--- src/rtl/regfile_scoreboard_if.sv ---
// Decode/writeback bus of the integer register file scoreboard.
// The master modport is the pipeline side; the slave modport is the register file.
interface regfile_scoreboard_if #(
   parameter int XLEN  = 32,
   parameter int NREGS = 32,
   parameter int NRD   = 2
);
   localparam int AW = $clog2(NREGS);

   logic [NRD*AW-1:0]   RD_ADRS;
   logic [NRD*XLEN-1:0] RD_DATA;
   logic [NRD-1:0]      RD_BUSY;
   logic                WB0_EN;
   logic [AW-1:0]       WB0_ADDRESS;
   logic [XLEN-1:0]     WB0_DATA;
   logic                WB1_EN;
   logic [AW-1:0]       WB1_ADDRESS;
   logic [XLEN-1:0]     WB1_DATA;
   logic                ISSUE_EN;
   logic [AW-1:0]       ISSUE_ADDRESS;
   logic                FLUSH;
   logic [AW:0]         BUSY_COUNT;

   modport master (
      output RD_ADRS, WB0_EN, WB0_ADDRESS, WB0_DATA, WB1_EN, WB1_ADDRESS, WB1_DATA,
             ISSUE_EN, ISSUE_ADDRESS, FLUSH,
      input  RD_DATA, RD_BUSY, BUSY_COUNT
   );

   modport slave (
      input  RD_ADRS, WB0_EN, WB0_ADDRESS, WB0_DATA, WB1_EN, WB1_ADDRESS, WB1_DATA,
             ISSUE_EN, ISSUE_ADDRESS, FLUSH,
      output RD_DATA, RD_BUSY, BUSY_COUNT
   );
endinterface

--- src/rtl/regfile_scoreboard.sv ---
// Integer register file with two writeback ports, x0 tied to zero and a per-register busy scoreboard.
// Define REGFILE_BYPASS_EN to forward same-cycle writeback data to the read ports.
module regfile_scoreboard #(
   parameter int XLEN  = 32,
   parameter int NREGS = 32,
   parameter int NRD   = 2
) (
   input  logic                 CLK,
   input  logic                 RESET,
   regfile_scoreboard_if.slave  bus
);
   localparam int AW = $clog2(NREGS);

   logic [XLEN-1:0]     regs_r [NREGS];
   logic [NREGS-1:0]    busy_r;
   logic [NREGS-1:0]    busy_nxt_s;
   logic [AW:0]         busy_count_r;
   logic [AW-1:0]       rd_addr_s [NRD];
   logic [NRD*XLEN-1:0] rd_data_s;
   logic [NRD-1:0]      rd_busy_s;
   logic                wb0_wr_s;
   logic                wb1_wr_s;

   function automatic logic [AW:0] popcount(input logic [NREGS-1:0] v);
      logic [AW:0] n;
      n = {(AW+1){1'b0}};
      for (int i = 0; i < NREGS; i++) begin
         n = n + {{AW{1'b0}}, v[i]};
      end
      return n;
   endfunction

   assign wb0_wr_s = bus.WB0_EN && (bus.WB0_ADDRESS != {AW{1'b0}});
   assign wb1_wr_s = bus.WB1_EN && (bus.WB1_ADDRESS != {AW{1'b0}});

   // Scoreboard next state: flush, then issue (new owner), then writeback clear, then hold.
   always_comb begin
      busy_nxt_s = busy_r;
      for (int r = 1; r < NREGS; r++) begin
         if (bus.FLUSH) begin
            busy_nxt_s[r] = 1'b0;
         end else if (bus.ISSUE_EN && (bus.ISSUE_ADDRESS == AW'(r))) begin
            busy_nxt_s[r] = 1'b1;
         end else if ((bus.WB0_EN && (bus.WB0_ADDRESS == AW'(r))) ||
                      (bus.WB1_EN && (bus.WB1_ADDRESS == AW'(r)))) begin
            busy_nxt_s[r] = 1'b0;
         end else begin
            busy_nxt_s[r] = busy_r[r];
         end
      end
      busy_nxt_s[0] = 1'b0;
   end

   // Register storage; WB1 is applied last so it wins a same-address collision.
   always_ff @(posedge CLK or posedge RESET) begin
      if (RESET) begin
         for (int i = 0; i < NREGS; i++) begin
            regs_r[i] <= {XLEN{1'b0}};
         end
      end else begin
         if (wb0_wr_s) begin
            regs_r[bus.WB0_ADDRESS] <= bus.WB0_DATA;
         end
         if (wb1_wr_s) begin
            regs_r[bus.WB1_ADDRESS] <= bus.WB1_DATA;
         end
      end
   end

   // Busy bits and their count move together so the count never lags the scoreboard.
   always_ff @(posedge CLK or posedge RESET) begin
      if (RESET) begin
         busy_r       <= {NREGS{1'b0}};
         busy_count_r <= {(AW+1){1'b0}};
      end else begin
         busy_r       <= busy_nxt_s;
         busy_count_r <= popcount(busy_nxt_s);
      end
   end

   // Split the packed read address bus into per-port addresses.
   always_comb begin
      for (int k = 0; k < NRD; k++) begin
         rd_addr_s[k] = bus.RD_ADRS[k*AW +: AW];
      end
   end

   // Combinational read ports; forwarding is held off during RESET so outputs read zero.
   always_comb begin
      rd_data_s = {(NRD*XLEN){1'b0}};
      rd_busy_s = {NRD{1'b0}};
      for (int k = 0; k < NRD; k++) begin
         if (rd_addr_s[k] == {AW{1'b0}}) begin
            rd_data_s[k*XLEN +: XLEN] = {XLEN{1'b0}};
            rd_busy_s[k]              = 1'b0;
         end else begin
`ifdef REGFILE_BYPASS_EN
            if (!RESET && wb1_wr_s && (bus.WB1_ADDRESS == rd_addr_s[k])) begin
               rd_data_s[k*XLEN +: XLEN] = bus.WB1_DATA;
               rd_busy_s[k]              = bus.ISSUE_EN && (bus.ISSUE_ADDRESS == rd_addr_s[k]);
            end else if (!RESET && wb0_wr_s && (bus.WB0_ADDRESS == rd_addr_s[k])) begin
               rd_data_s[k*XLEN +: XLEN] = bus.WB0_DATA;
               rd_busy_s[k]              = bus.ISSUE_EN && (bus.ISSUE_ADDRESS == rd_addr_s[k]);
            end else begin
               rd_data_s[k*XLEN +: XLEN] = regs_r[rd_addr_s[k]];
               rd_busy_s[k]              = busy_r[rd_addr_s[k]];
            end
`else
            rd_data_s[k*XLEN +: XLEN] = regs_r[rd_addr_s[k]];
            rd_busy_s[k]              = busy_r[rd_addr_s[k]];
`endif
         end
      end
   end

   assign bus.RD_DATA    = rd_data_s;
   assign bus.RD_BUSY    = rd_busy_s;
   assign bus.BUSY_COUNT = busy_count_r;
endmodule
--- src/flat_wrapper.sv ---
// flat-port wrapper written by rule: the top's interface ports become plain ports
module regfile_scoreboard_flat 
#(
   parameter int XLEN  = 32,
   parameter int NREGS = 32,
   parameter int NRD   = 2
)
  (CLK, RESET, bus_RD_ADRS, bus_WB0_EN, bus_WB0_ADDRESS, bus_WB0_DATA, bus_WB1_EN, bus_WB1_ADDRESS, bus_WB1_DATA, bus_ISSUE_EN, bus_ISSUE_ADDRESS, bus_FLUSH, bus_RD_DATA, bus_RD_BUSY, bus_BUSY_COUNT);
  regfile_scoreboard_if #(.XLEN(XLEN), .NREGS(NREGS), .NRD(NRD)) bus_i ();
  input  logic CLK;
  input  logic RESET;
  input wire logic [$bits(bus_i.RD_ADRS)-1:0] bus_RD_ADRS;
  input wire logic [$bits(bus_i.WB0_EN)-1:0] bus_WB0_EN;
  input wire logic [$bits(bus_i.WB0_ADDRESS)-1:0] bus_WB0_ADDRESS;
  input wire logic [$bits(bus_i.WB0_DATA)-1:0] bus_WB0_DATA;
  input wire logic [$bits(bus_i.WB1_EN)-1:0] bus_WB1_EN;
  input wire logic [$bits(bus_i.WB1_ADDRESS)-1:0] bus_WB1_ADDRESS;
  input wire logic [$bits(bus_i.WB1_DATA)-1:0] bus_WB1_DATA;
  input wire logic [$bits(bus_i.ISSUE_EN)-1:0] bus_ISSUE_EN;
  input wire logic [$bits(bus_i.ISSUE_ADDRESS)-1:0] bus_ISSUE_ADDRESS;
  input wire logic [$bits(bus_i.FLUSH)-1:0] bus_FLUSH;
  output wire logic [$bits(bus_i.RD_DATA)-1:0] bus_RD_DATA;
  output wire logic [$bits(bus_i.RD_BUSY)-1:0] bus_RD_BUSY;
  output wire logic [$bits(bus_i.BUSY_COUNT)-1:0] bus_BUSY_COUNT;
  assign bus_i.RD_ADRS = bus_RD_ADRS;
  assign bus_i.WB0_EN = bus_WB0_EN;
  assign bus_i.WB0_ADDRESS = bus_WB0_ADDRESS;
  assign bus_i.WB0_DATA = bus_WB0_DATA;
  assign bus_i.WB1_EN = bus_WB1_EN;
  assign bus_i.WB1_ADDRESS = bus_WB1_ADDRESS;
  assign bus_i.WB1_DATA = bus_WB1_DATA;
  assign bus_i.ISSUE_EN = bus_ISSUE_EN;
  assign bus_i.ISSUE_ADDRESS = bus_ISSUE_ADDRESS;
  assign bus_i.FLUSH = bus_FLUSH;
  assign bus_RD_DATA = bus_i.RD_DATA;
  assign bus_RD_BUSY = bus_i.RD_BUSY;
  assign bus_BUSY_COUNT = bus_i.BUSY_COUNT;
  regfile_scoreboard #(.XLEN(XLEN), .NREGS(NREGS), .NRD(NRD)) u_core (.CLK(CLK), .RESET(RESET), .bus(bus_i));
endmodule
--- config.mk ---
export PLATFORM = sky130hd
export DESIGN_NAME = regfile_scoreboard_flat
export DESIGN_NICKNAME = d
export VERILOG_FILES = /design/src/rtl/regfile_scoreboard_if.sv /design/src/rtl/regfile_scoreboard.sv /design/src/flat_wrapper.sv
export SDC_FILE = /design/constraint.sdc
export NUM_CORES = 2
export LEC_CHECK = 0
export CORE_ASPECT_RATIO = 1.75
export CORE_UTILIZATION = 45
export DETAILED_ROUTE_END_ITERATION = 7
export GPL_ROUTABILITY_DRIVEN = 0
export GPL_TIMING_DRIVEN = 0
export PLACE_DENSITY_LB_ADDON = 0.05
export RECOVER_POWER = 100
export SYNTH_ARGS = -nofsm -noshare
export SYNTH_HDL_FRONTEND = slang
export SYNTH_SLANG_ARGS = --single-unit
--- constraint.sdc ---
create_clock -name CLK -period 50.8 [get_ports CLK]
set_input_delay 5.08 -clock CLK [delete_from_list [all_inputs] [get_ports CLK]]
set_output_delay 5.08 -clock CLK [all_outputs]
set_load 0.05 [all_outputs]
==> metrics.csv <==
stage,metric,value,unit
status,outcome,"finished, violations left",
status,violations,"capacitance limit, slew limit",
timing,layout_min_cycle_time,24090,ps
setup_path,start_kind,input port,
synthesis,syn_area_per_cell,10.7,um2
finish,finish.utilization,50.7,%
finish,stdcell_area,0.0745,mm2
setup_path,critical_path.endpoint,u_core.regs_r[33]$_DFF_PP0_,
synthesis,synth_edf_count,0,
clock_network,hold_buffers,0,
synthesis,ys_top_cells_by_area,"dfrtp_1 40%, mux2i_1 17%, mux4_2 16%",
timing,fin_tns_setup,0,ps
floorplanning,die_w,293,um
grt,grt_pass1_wl,485000,um
clock_network,cts_buffers,111,
synthesis,synth_nets,6382,
power,powerDensity,40.3,mW/mm2
power,power.total,3.00,mW
placed_design,placed_cells,8391,
synthesis,synth_ff_type,dfrtp_1,
clock_network,cts_sinks,1061,
drt,vias,59524,
grt,grt_use_total,47.5,%
setup_path,cp.required,50020,ps
synthesis,yosys.area.top_type,dfrtp_1,
clock_network,ctsRootBufferMaster,clkbuf_16,
synthesis,yosysSeqAreaShare,39.8,%
setup_path,reg2reg_to,u_core.bus.BUSY_COUNT[4]$_DFF_PP0_,
placed_design,dpl.hpwl,262000,um
finish,n_fill_cell,13848,
setup_path,critPathMaxFanout,125,
floorplanning,die_h,511,um
timing,whs,479,ps
worst_hold_path,hold_depth,1,
clock_network,htreeDepth,3,
placed_design,place_ws,35890,ps
clock_network,cts_buffer_depth,3,
run,cap_violations,20,
setup_path,path_class,input port to asynchronous set/reset pin,
floorplanning,start_util,45.4,%
setup_path,ff2ff_path_depth,16,
timing,rsz0062_at_grt,no,
drt,wire_per_inst,41.3,um
synthesis,ys_types,50,
timing,clock.fmax,0.0415,GHz
floorplanning,num_rows,186,
timing,final_max_slew_viol_count,1130,
timing,slew_headroom,-347,%
timing,setup_viol,0,
finish,final_cells,8621,
synthesis,yosysTopAreaCellShare,39.8,%
synthesis,yosysMostFrequentCell,mux2i_1,
synthesis,synthArstFlopShare,100,%
floorplanning,dieArea,0.150,mm2
timing,tightestPinTransition,6710,ps
grt,antenna_found_initial,29,
drt,routed_wl,356000,um
setup_path,endpoint_kind,asynchronous set/reset pin,
finish,fin_nets,6658,
placed_design,portBuffers,153,
clock_network,cts_tree,yes,
timing,hold_viol,0,
placed_design,placed_area,0.0710,mm2
finish,synthToLayoutAreaGrowth,11.6,%
grt,grt_max_degree,126,
synthesis,yosys_warnings,0,
clock_network,clk_pin_slew,70,ps
drt,via_per_inst,6.90,
synthesis,synthTopCellsByCount,"1,124 x mux2i_1, 1,061 x dfrtp_1, 576 x nand2_1",
setup_path,crit_arrival,23310,ps
timing,skew,39.4,ps
timing,finalCritPeriodShare,47.4,%
grt,grt_pass1_vias,57910,
grt,grt_overflow,0,
drt,drt_iter0_drc,8488,
synthesis,synth_cells,6255,
drt,dr.pass1.iters,8,
synthesis,synth-seq-cells,1061,
finish,drive_above_1_share,15.4,%
setup_path,rrSetupSlack,44560,ps
floorplanning,pin_count,167,
timing,fin_ws,26710,ps
clock_network,cts_setup_buffers,0,
setup_path,reg2reg_from,u_core.busy_r[2]$_DFF_PP0_,
clock_network,clock_insertion_delay_worst_skew,800,ps
floorplanning,coreArea,0.147,mm2
worst_hold_path,hold_class,flip-flop to flip-flop,
power,ir_drop,0.0000306,V
synthesis,syn_area,0.0667,mm2
setup_path,startpoint,RESET,
drt,drc_errors,0,
power,leakage,31.8,nW
clock_network,post_cts_resized,0,
drt,ant_nets,0,
==> worst min-delay path by stage <==
stage	end	startpoint	slack [ps]
finish	u_core.regs_r[1022]$_DFF_PP0_	u_core.regs_r[1022]$_DFF_PP0_	480
global route	u_core.regs_r[1013]$_DFF_PP0_	u_core.regs_r[1013]$_DFF_PP0_	510
detailed placement	u_core.regs_r[1022]$_DFF_PP0_	u_core.regs_r[1022]$_DFF_PP0_	470
global placement	u_core.regs_r[1022]$_DFF_PP0_	u_core.regs_r[1022]$_DFF_PP0_	450
CTS	u_core.regs_r[1022]$_DFF_PP0_	u_core.regs_r[1022]$_DFF_PP0_	480
floorplan	u_core.regs_r[1000]$_DFF_PP0_	u_core.regs_r[1000]$_DFF_PP0_	440
==> per-layer routing <==
layer | share of wire [%] | GRT usage [%] | wire [um] | vias up
met4 | 14 | 50.6 | 48600 | 10
li1 | - | - | - | 23386
met5 | 0.017 | 0.228 | 61 | -
met2 | 44 | 71.0 | 157000 | 4510
met3 | 10 | 14.9 | 36000 | 1642
met1 | 32 | 51.4 | 114000 | 29976
==> cell usage in the layout, fill, tap and decap left out, types with 72 or more instances in the layout <==
cell type and count:
nor2_1 557, dfrtp_1 1061, mux4_2 460, a21oi_1 536, dlygate4sd3_1 72, mux2i_1 1124
clkbuf_16 113, clkbuf_1 517, buf_2 187, o21ai_0 576, clkdlybuf4s50_1 81, nand2_1 576
==> power by group <==
| group | switching [mW] | total, mW | leakage [nW] | internal (mW) |
|---|---|---|---|---|
| combinational | 0.472 | 0.841 | 16.8 | 0.370 |
| sequential | 0.204 | 1.26 | 13.0 | 1.06 |
| clock | 0.397 | 0.901 | 1.90 | 0.505 |
==> final cells by class <==
class                   instances  area, um2  share of cell area, %
diodes                         24       60.1                 0.0806
well taps                    1974       2470                   3.32
repair buffers                163       1570                   2.11
plain buffers                 761       3490                   4.69
flip-flops and latches       1061      26600                   35.6
multi-input cells            4399      36400                   48.9
clock buffers                 154       3200                   4.30
inverters                      34        129                  0.173
clock inverters                51        608                  0.816
==> cell families (layout without fill, tap and decap cells) <==
group | after synthesis | after routing | synth area share (%)
muxes | 1652 | 1652 | 33.5
xor gates and xnor gates | 3 | 3 | 0.0394
buffers and inverters | 795 | 1163 | 5.67
AOI/OAI and AO/OA | 1415 | 1415 | 12.0
DFF | 1061 | 1061 | 39.8
adders and majority gates | 32 | 32 | 0.859
other | 0 | 24 | 0
and+or+nand+nor | 1297 | 1297 | 8.16
==> sequential cells by signal (all words and copies together), names as in the netlist <==
signal and cells:
u_core.regs_r 1024, u_core.busy_r 31, u_core.bus.BUSY_COUNT 6
==> worst max-delay path, cell delays in order <==
cell           delay [ps]
dlygate4sd3_1         540
clkinvlp_2           2800
clkbuf_1             4480
clkbuf_1             4870
clkbuf_1             4980
No activity file was read; power rests on OpenSTA's default activity.
